### config.mk
export PLATFORM = sky130hd
export DESIGN_NAME = sram_async_ctrl_flat
export DESIGN_NICKNAME = d
export VERILOG_FILES = /design/src/rtl/sram_async_ctrl_if.sv /design/src/rtl/sram_async_ctrl.sv /design/src/flat_wrapper.sv
export SDC_FILE = /design/constraint.sdc
export NUM_CORES = 1
export LEC_CHECK = 0
export BUFFER_PORTS_ARGS = -buffer_cell sky130_fd_sc_hd__buf_2
export CORE_UTILIZATION = 40
export DETAILED_ROUTE_END_ITERATION = 8
export GPL_ROUTABILITY_DRIVEN = 1
export PLACE_DENSITY = 0.66
export SETUP_SLACK_MARGIN = 0.2
export SYNTH_ARGS = -nofsm -noshare
export SYNTH_HDL_FRONTEND = slang
export SYNTH_SLANG_ARGS = --single-unit
### constraint.sdc
create_clock -name clk -period 2 [get_ports clk]
set_input_delay 0.5 -clock clk [delete_from_list [all_inputs] [get_ports clk]]
set_output_delay 0.5 -clock clk [all_outputs]
set_load 0.01 [all_outputs]
### src/rtl/sram_async_ctrl_if.sv
// sram_async_ctrl_if: host request bus; master drives req/we/addr/wdata/be, slave returns busy/ack/rdata
interface sram_async_ctrl_if #(
  parameter int ABITS = 18,
  parameter int DBITS = 16
);
  logic req;
  logic we;
  logic [ABITS-1:0] addr;
  logic [DBITS-1:0] wdata;
  logic [DBITS/8-1:0] be;
  logic busy;
  logic ack;
  logic [DBITS-1:0] rdata;
  modport master (output req, we, addr, wdata, be, input busy, ack, rdata);
  modport slave (input req, we, addr, wdata, be, output busy, ack, rdata);
endinterface

### src/rtl/sram_async_ctrl.sv
// sram_async_ctrl: cycle-counted async SRAM controller; clk/rst, host bus (slave modport), registered sram_a/dq_o/dq_oe/nCS/nOE/nWE/nBE pins, sram_dq_i in
module sram_async_ctrl #(
  parameter int ABITS = 18,
  parameter int DBITS = 16,
  parameter int T_ASU = 1,
  parameter int T_WP  = 2,
  parameter int T_WH  = 1,
  parameter int T_RD  = 2,
  parameter int T_TA  = 1
) (
  input  logic               clk,
  input  logic               rst,
  sram_async_ctrl_if.slave   bus,
  output logic [ABITS-1:0]   sram_a,
  output logic [DBITS-1:0]   sram_dq_o,
  output logic               sram_dq_oe,
  input  logic [DBITS-1:0]   sram_dq_i,
  output logic               sram_nCS,
  output logic               sram_nOE,
  output logic               sram_nWE,
  output logic [DBITS/8-1:0] sram_nBE
);
  localparam int NB = DBITS/8;
  localparam logic [7:0] C_ASU = 8'(T_ASU - 1);
  localparam logic [7:0] C_WP  = 8'(T_WP - 1);
  localparam logic [7:0] C_WH  = 8'(T_WH - 1);
  localparam logic [7:0] C_RD  = 8'(T_RD - 1);
  localparam logic [7:0] C_TA  = 8'(T_TA - 1);
  typedef enum logic [2:0] {IDLE, TURN, WSETUP, WPULSE, WHOLD, RACCESS} state_t;
  state_t r_state, w_next;
  logic [7:0] r_cnt, w_cnt;
  logic r_last_rd, r_busy, r_ack, w_acc, w_done, w_wr;
  logic [NB-1:0] r_be, w_be;
  logic [DBITS-1:0] r_rdata;
  assign bus.busy  = r_busy;
  assign bus.ack   = r_ack;
  assign bus.rdata = r_rdata;
  assign w_acc = bus.req && r_state == IDLE;
  assign w_be  = w_acc ? bus.be : r_be;
  assign w_wr  = w_next inside {WSETUP, WPULSE, WHOLD};
  always_comb begin
    w_next = r_state;
    w_cnt  = r_cnt - 8'd1;
    w_done = 1'b0;
    case (r_state)
      IDLE: begin
        w_cnt = r_cnt;
        if (w_acc && !bus.we) begin
          w_next = RACCESS;
          w_cnt  = C_RD;
        end else if (w_acc && r_last_rd && T_TA > 0) begin
          w_next = TURN;
          w_cnt  = C_TA;
        end else if (w_acc) begin
          w_next = WSETUP;
          w_cnt  = C_ASU;
        end
      end
      TURN: if (r_cnt == 8'd0) begin
        w_next = WSETUP;
        w_cnt  = C_ASU;
      end
      WSETUP: if (r_cnt == 8'd0) begin
        w_next = WPULSE;
        w_cnt  = C_WP;
      end
      WPULSE: if (r_cnt == 8'd0) begin
        w_next = WHOLD;
        w_cnt  = C_WH;
      end
      WHOLD, RACCESS: if (r_cnt == 8'd0) begin
        w_next = IDLE;
        w_done = 1'b1;
      end
      default: w_next = IDLE;
    endcase
  end
  always_ff @(posedge clk) begin
    if (rst) begin
      r_state    <= IDLE;
      r_cnt      <= 8'd0;
      r_last_rd  <= 1'b0;
      r_be       <= '0;
      r_busy     <= 1'b0;
      r_ack      <= 1'b0;
      r_rdata    <= '0;
      sram_a     <= '0;
      sram_dq_o  <= '0;
      sram_dq_oe <= 1'b0;
      sram_nCS   <= 1'b1;
      sram_nOE   <= 1'b1;
      sram_nWE   <= 1'b1;
      sram_nBE   <= '1;
    end else begin
      r_state    <= w_next;
      r_cnt      <= w_cnt;
      r_busy     <= w_next != IDLE;
      r_ack      <= w_done;
      sram_nCS   <= !(w_wr || w_next == RACCESS);
      sram_nOE   <= w_next != RACCESS;
      sram_nWE   <= w_next != WPULSE;
      sram_dq_oe <= w_wr;
      sram_nBE   <= w_wr ? ~w_be : (w_next == RACCESS ? '0 : '1);
      if (w_acc) begin
        r_last_rd <= !bus.we;
        sram_a    <= bus.addr;
      end
      if (w_acc && bus.we) begin
        sram_dq_o <= bus.wdata;
        r_be      <= bus.be;
      end
      if (w_done && r_state == RACCESS) r_rdata <= sram_dq_i;
    end
  end
endmodule

### src/flat_wrapper.sv
// flat-port wrapper written by rule: the top's interface ports become plain ports
module sram_async_ctrl_flat 
#(
  parameter int ABITS = 18,
  parameter int DBITS = 16,
  parameter int T_ASU = 1,
  parameter int T_WP  = 2,
  parameter int T_WH  = 1,
  parameter int T_RD  = 2,
  parameter int T_TA  = 1
)
  (clk, rst, sram_a, sram_dq_o, sram_dq_oe, sram_dq_i, sram_nCS, sram_nOE, sram_nWE, sram_nBE, bus_req, bus_we, bus_addr, bus_wdata, bus_be, bus_busy, bus_ack, bus_rdata);
  sram_async_ctrl_if #(.ABITS(ABITS), .DBITS(DBITS)) bus_i ();
  input  logic clk;
  input  logic rst;
  output logic [ABITS-1:0] sram_a;
  output logic [DBITS-1:0] sram_dq_o;
  output logic sram_dq_oe;
  input  logic [DBITS-1:0] sram_dq_i;
  output logic sram_nCS;
  output logic sram_nOE;
  output logic sram_nWE;
  output logic [DBITS/8-1:0] sram_nBE;
  input wire logic [$bits(bus_i.req)-1:0] bus_req;
  input wire logic [$bits(bus_i.we)-1:0] bus_we;
  input wire logic [$bits(bus_i.addr)-1:0] bus_addr;
  input wire logic [$bits(bus_i.wdata)-1:0] bus_wdata;
  input wire logic [$bits(bus_i.be)-1:0] bus_be;
  output wire logic [$bits(bus_i.busy)-1:0] bus_busy;
  output wire logic [$bits(bus_i.ack)-1:0] bus_ack;
  output wire logic [$bits(bus_i.rdata)-1:0] bus_rdata;
  assign bus_i.req = bus_req;
  assign bus_i.we = bus_we;
  assign bus_i.addr = bus_addr;
  assign bus_i.wdata = bus_wdata;
  assign bus_i.be = bus_be;
  assign bus_busy = bus_i.busy;
  assign bus_ack = bus_i.ack;
  assign bus_rdata = bus_i.rdata;
  sram_async_ctrl #(.ABITS(ABITS), .DBITS(DBITS), .T_ASU(T_ASU), .T_WP(T_WP), .T_WH(T_WH), .T_RD(T_RD), .T_TA(T_TA)) u_core (.clk(clk), .rst(rst), .bus(bus_i), .sram_a(sram_a), .sram_dq_o(sram_dq_o), .sram_dq_oe(sram_dq_oe), .sram_dq_i(sram_dq_i), .sram_nCS(sram_nCS), .sram_nOE(sram_nOE), .sram_nWE(sram_nWE), .sram_nBE(sram_nBE));
endmodule
==> results.cfg <==
[sta]
fin_setup_tns_ps = 0
finalMaxSlewViolations = 0
whs_ps = 389
setup_viol = 0
min_period_ps = 1780
hold_viol = 0
finalCritPeriodShare_pct = 88.8
grt_setup_unrepaired = yes
worst_slew_pin_slew_ps = 358
relSlewSlack_pct = 76.1
fmax_mhz = 563
skew_ps = 7.77

[global_routing]
overflow = 0
antenna_found_initial = 0
grt_pass1_wl_mm = 10.6
grt_use_total_pct = 18.2
grt_max_degree = 29
grt_pass1_vias = 2369

[setup_path]
critPathKind = register to register
path_max_fanout = 7
critPathArrivalTime_ps = 2010
start_kind = register
worstPathRequired_ps = 2230
end_kind = register

[cells_and_area]
antenna_cells = 0
final_cell_mix = buf_2 (113), nand2_1 (105), dfxtp_1 (70)
layout-drive-gt1-share_pct = 40.9
final_area_um2 = 3840
areaGrowthSynthToFinish_pct = 37.7
finalNonFillerCells = 540
multi_input_area_um2 = 1290
nets = 513
postLayoutCoreUtil_pct = 56.9
mostFrequentLayoutCell = buf_2
ff_latch_area_um2 = 1440
fillers = 646

[place]
place_congestion = 0.856
dp_cells = 518
port_buffers = 113
place_area_um2 = 3460
place_hpwl_mm = 4.50

[floorplan]
dieArea_um2 = 7310
initial_core_util_pct = 41.3
die_y_um = 85.5
design.core.area_um2 = 6760
rows = 30
ios = 114
fp.dieW_um = 85.5

[clock_tree]
clock-sinks = 72
cts_tree = done
cts_made_buffers = 9
root_buffer = clkbuf_8
h-tree-depth = 3
path_clk_slew_ps = 80
insertion_delay_ps = 340
clk_path_buf_depth = 2

[drt]
firstDrtPassIters = 6
postRouteAntennaNets = 0
wl_mm = 6.62
drc_errors = 1
via_count = 2616
wire_per_inst_um = 12.3
drt_iter0_markers = 83
vias_per_cell = 4.84

[synth]
syn_nets = 390
yosysSeqAreaShare_pct = 51.7
synth-seq-cells = 72
synth_cells = 332
yosysUniqueCellTypes = 40
yosys_warnings = 0
syn_area_um2 = 2790
syn_avg_cell_area_um2 = 8.40

[pwr]
leakagePower_nw = 1.70
peakVddDrop_uv = 586
power-per-cell-area_nw_per_um2 = 1320

[hold_path]
hold_path.class = input port to register

[job]
drv_cap = 0

[outcome]
status = finished with violations
violations = DRC
-- path summary, 6_finish.rpt --
path | start | end | slack, ps | cells past startpoint
hold / removal | bus_wdata[8] | u_core.sram_dq_o[8]$_SDFFE_PP0P_ | 390 | 3
setup / recovery | u_core.r_cnt[0]$_SDFFE_PP0P_ | u_core.r_cnt[1]$_SDFFE_PP0P_ | 220 | 8
hold reg to reg | u_core.bus.rdata[5]$_SDFFE_PP0P_ | u_core.bus.rdata[5]$_SDFFE_PP0P_ | 450 | 2
setup reg to reg | u_core.r_cnt[0]$_SDFFE_PP0P_ | u_core.r_cnt[1]$_SDFFE_PP0P_ | 220 | 8
-- layer usage --
metal	track usage [%]	routed length, um	vias up
li1	-	-	1338
met3	4.81	305	5
met5	0	0	-
met1	22.1	2920	1211
met2	30.5	3340	62
met4	8.03	65	0
-- kinds of logic after synthesis --
| kind of cell | count (synthesis) | share of synthesized area, % |
|---|---|---|
| XOR/XNOR | 4 | 1.26 |
| buffers and inverters | 27 | 4.80 |
| AO/OA/AOI/OAI | 72 | 15.7 |
| flip-flops | 72 | 51.7 |
| AND/OR/NAND/NOR | 154 | 25.3 |
| adder cells (fa/ha/maj) | 2 | 0.897 |
| multiplexers | 1 | 0.359 |
-- power breakdown --
part	switching (mW)	internal (mW)	total [mW]
clock	0.538	0.833	1.37
combinational	0.979	0.827	1.81
sequential	0.182	1.69	1.88
total	1.70	3.35	5.05
-- registers in the layout (all words and copies together) (netlist names) --
register / count
u_core.sram_nOE: 1
u_core.r_last_rd: 1
u_core.sram_dq_o: 16
u_core.r_be: 2
u_core.sram_a: 18
u_core.r_cnt: 8
u_core.bus.busy: 1
u_core.bus.ack: 1
u_core.sram_dq_oe: 1
u_core.sram_nCS: 1
u_core.sram_nWE: 1
u_core.r_state: 3
u_core.bus.rdata: 16
u_core.sram_nBE: 2
-- through the flow --
step	power [mW]	setup WS (ps)
after global routing	5.38	148
after detailed placement	3.52	148
after CTS	4.96	200
after global placement	3.48	194
after floorplan	2.98	232
final	5.05	225
-- timing repair --
item,in CTS,in global routing
buffers inserted,2,3
hold buffers,0,0
gates resized for setup,4,17
pin swaps,0,12
gates cloned,0,1
endpoints found under the setup margin,17,31
hold endpoints to repair,0,0
-- cell type report --
| cell class | instances | area share [%] |
|---|---|---|
| Clock buffer | 11 | 3.42 |
| Clock inverter | 5 | 2.70 |
| Inverter | 6 | 0.586 |
| Multi-Input combinational cell | 233 | 33.7 |
| Sequential cell | 72 | 37.6 |
| Tap cell | 80 | 2.61 |
| Timing Repair Buffer | 133 | 19.4 |
-- synthesized netlist by cell type (all sizes together) --
cell type | count | area share, %
clkbuf | 12 | 1.6
mux2i | 1 | 0.36
or4b | 1 | 0.36
nor3b | 1 | 0.45
a21oi | 57 | 12
nor2 | 16 | 2.2
and2 | 4 | 0.94
and3 | 1 | 0.22
ha | 2 | 0.90
o21ai | 4 | 0.85
xor2 | 3 | 0.94
buf | 9 | 2.4
dfxtp | 72 | 52
or3 | 2 | 0.49
nand2 | 116 | 17
nand4 | 1 | 0.22
inv | 6 | 0.81
nor4 | 3 | 1.2
o211a | 1 | 0.36
o311ai | 1 | 0.31
a31o | 3 | 0.94
xnor2 | 1 | 0.31
a311o | 1 | 0.40
nand3 | 1 | 0.18
nor2b | 1 | 0.22
or2b | 1 | 0.31
a31oi | 5 | 1.1
nand4b | 1 | 0.31
nor3 | 5 | 1.3
-- critical path: stages, from the launching register on --
cell,delay (ps)
dfxtp_2,330
inv_2,80
ha_4,120
nor3b_4,270
nand2_4,120
buf_4,160
o311ai_1,300
buf_4,220
nor2_1,50
Note: power is estimated with default switching activity, not from simulation.
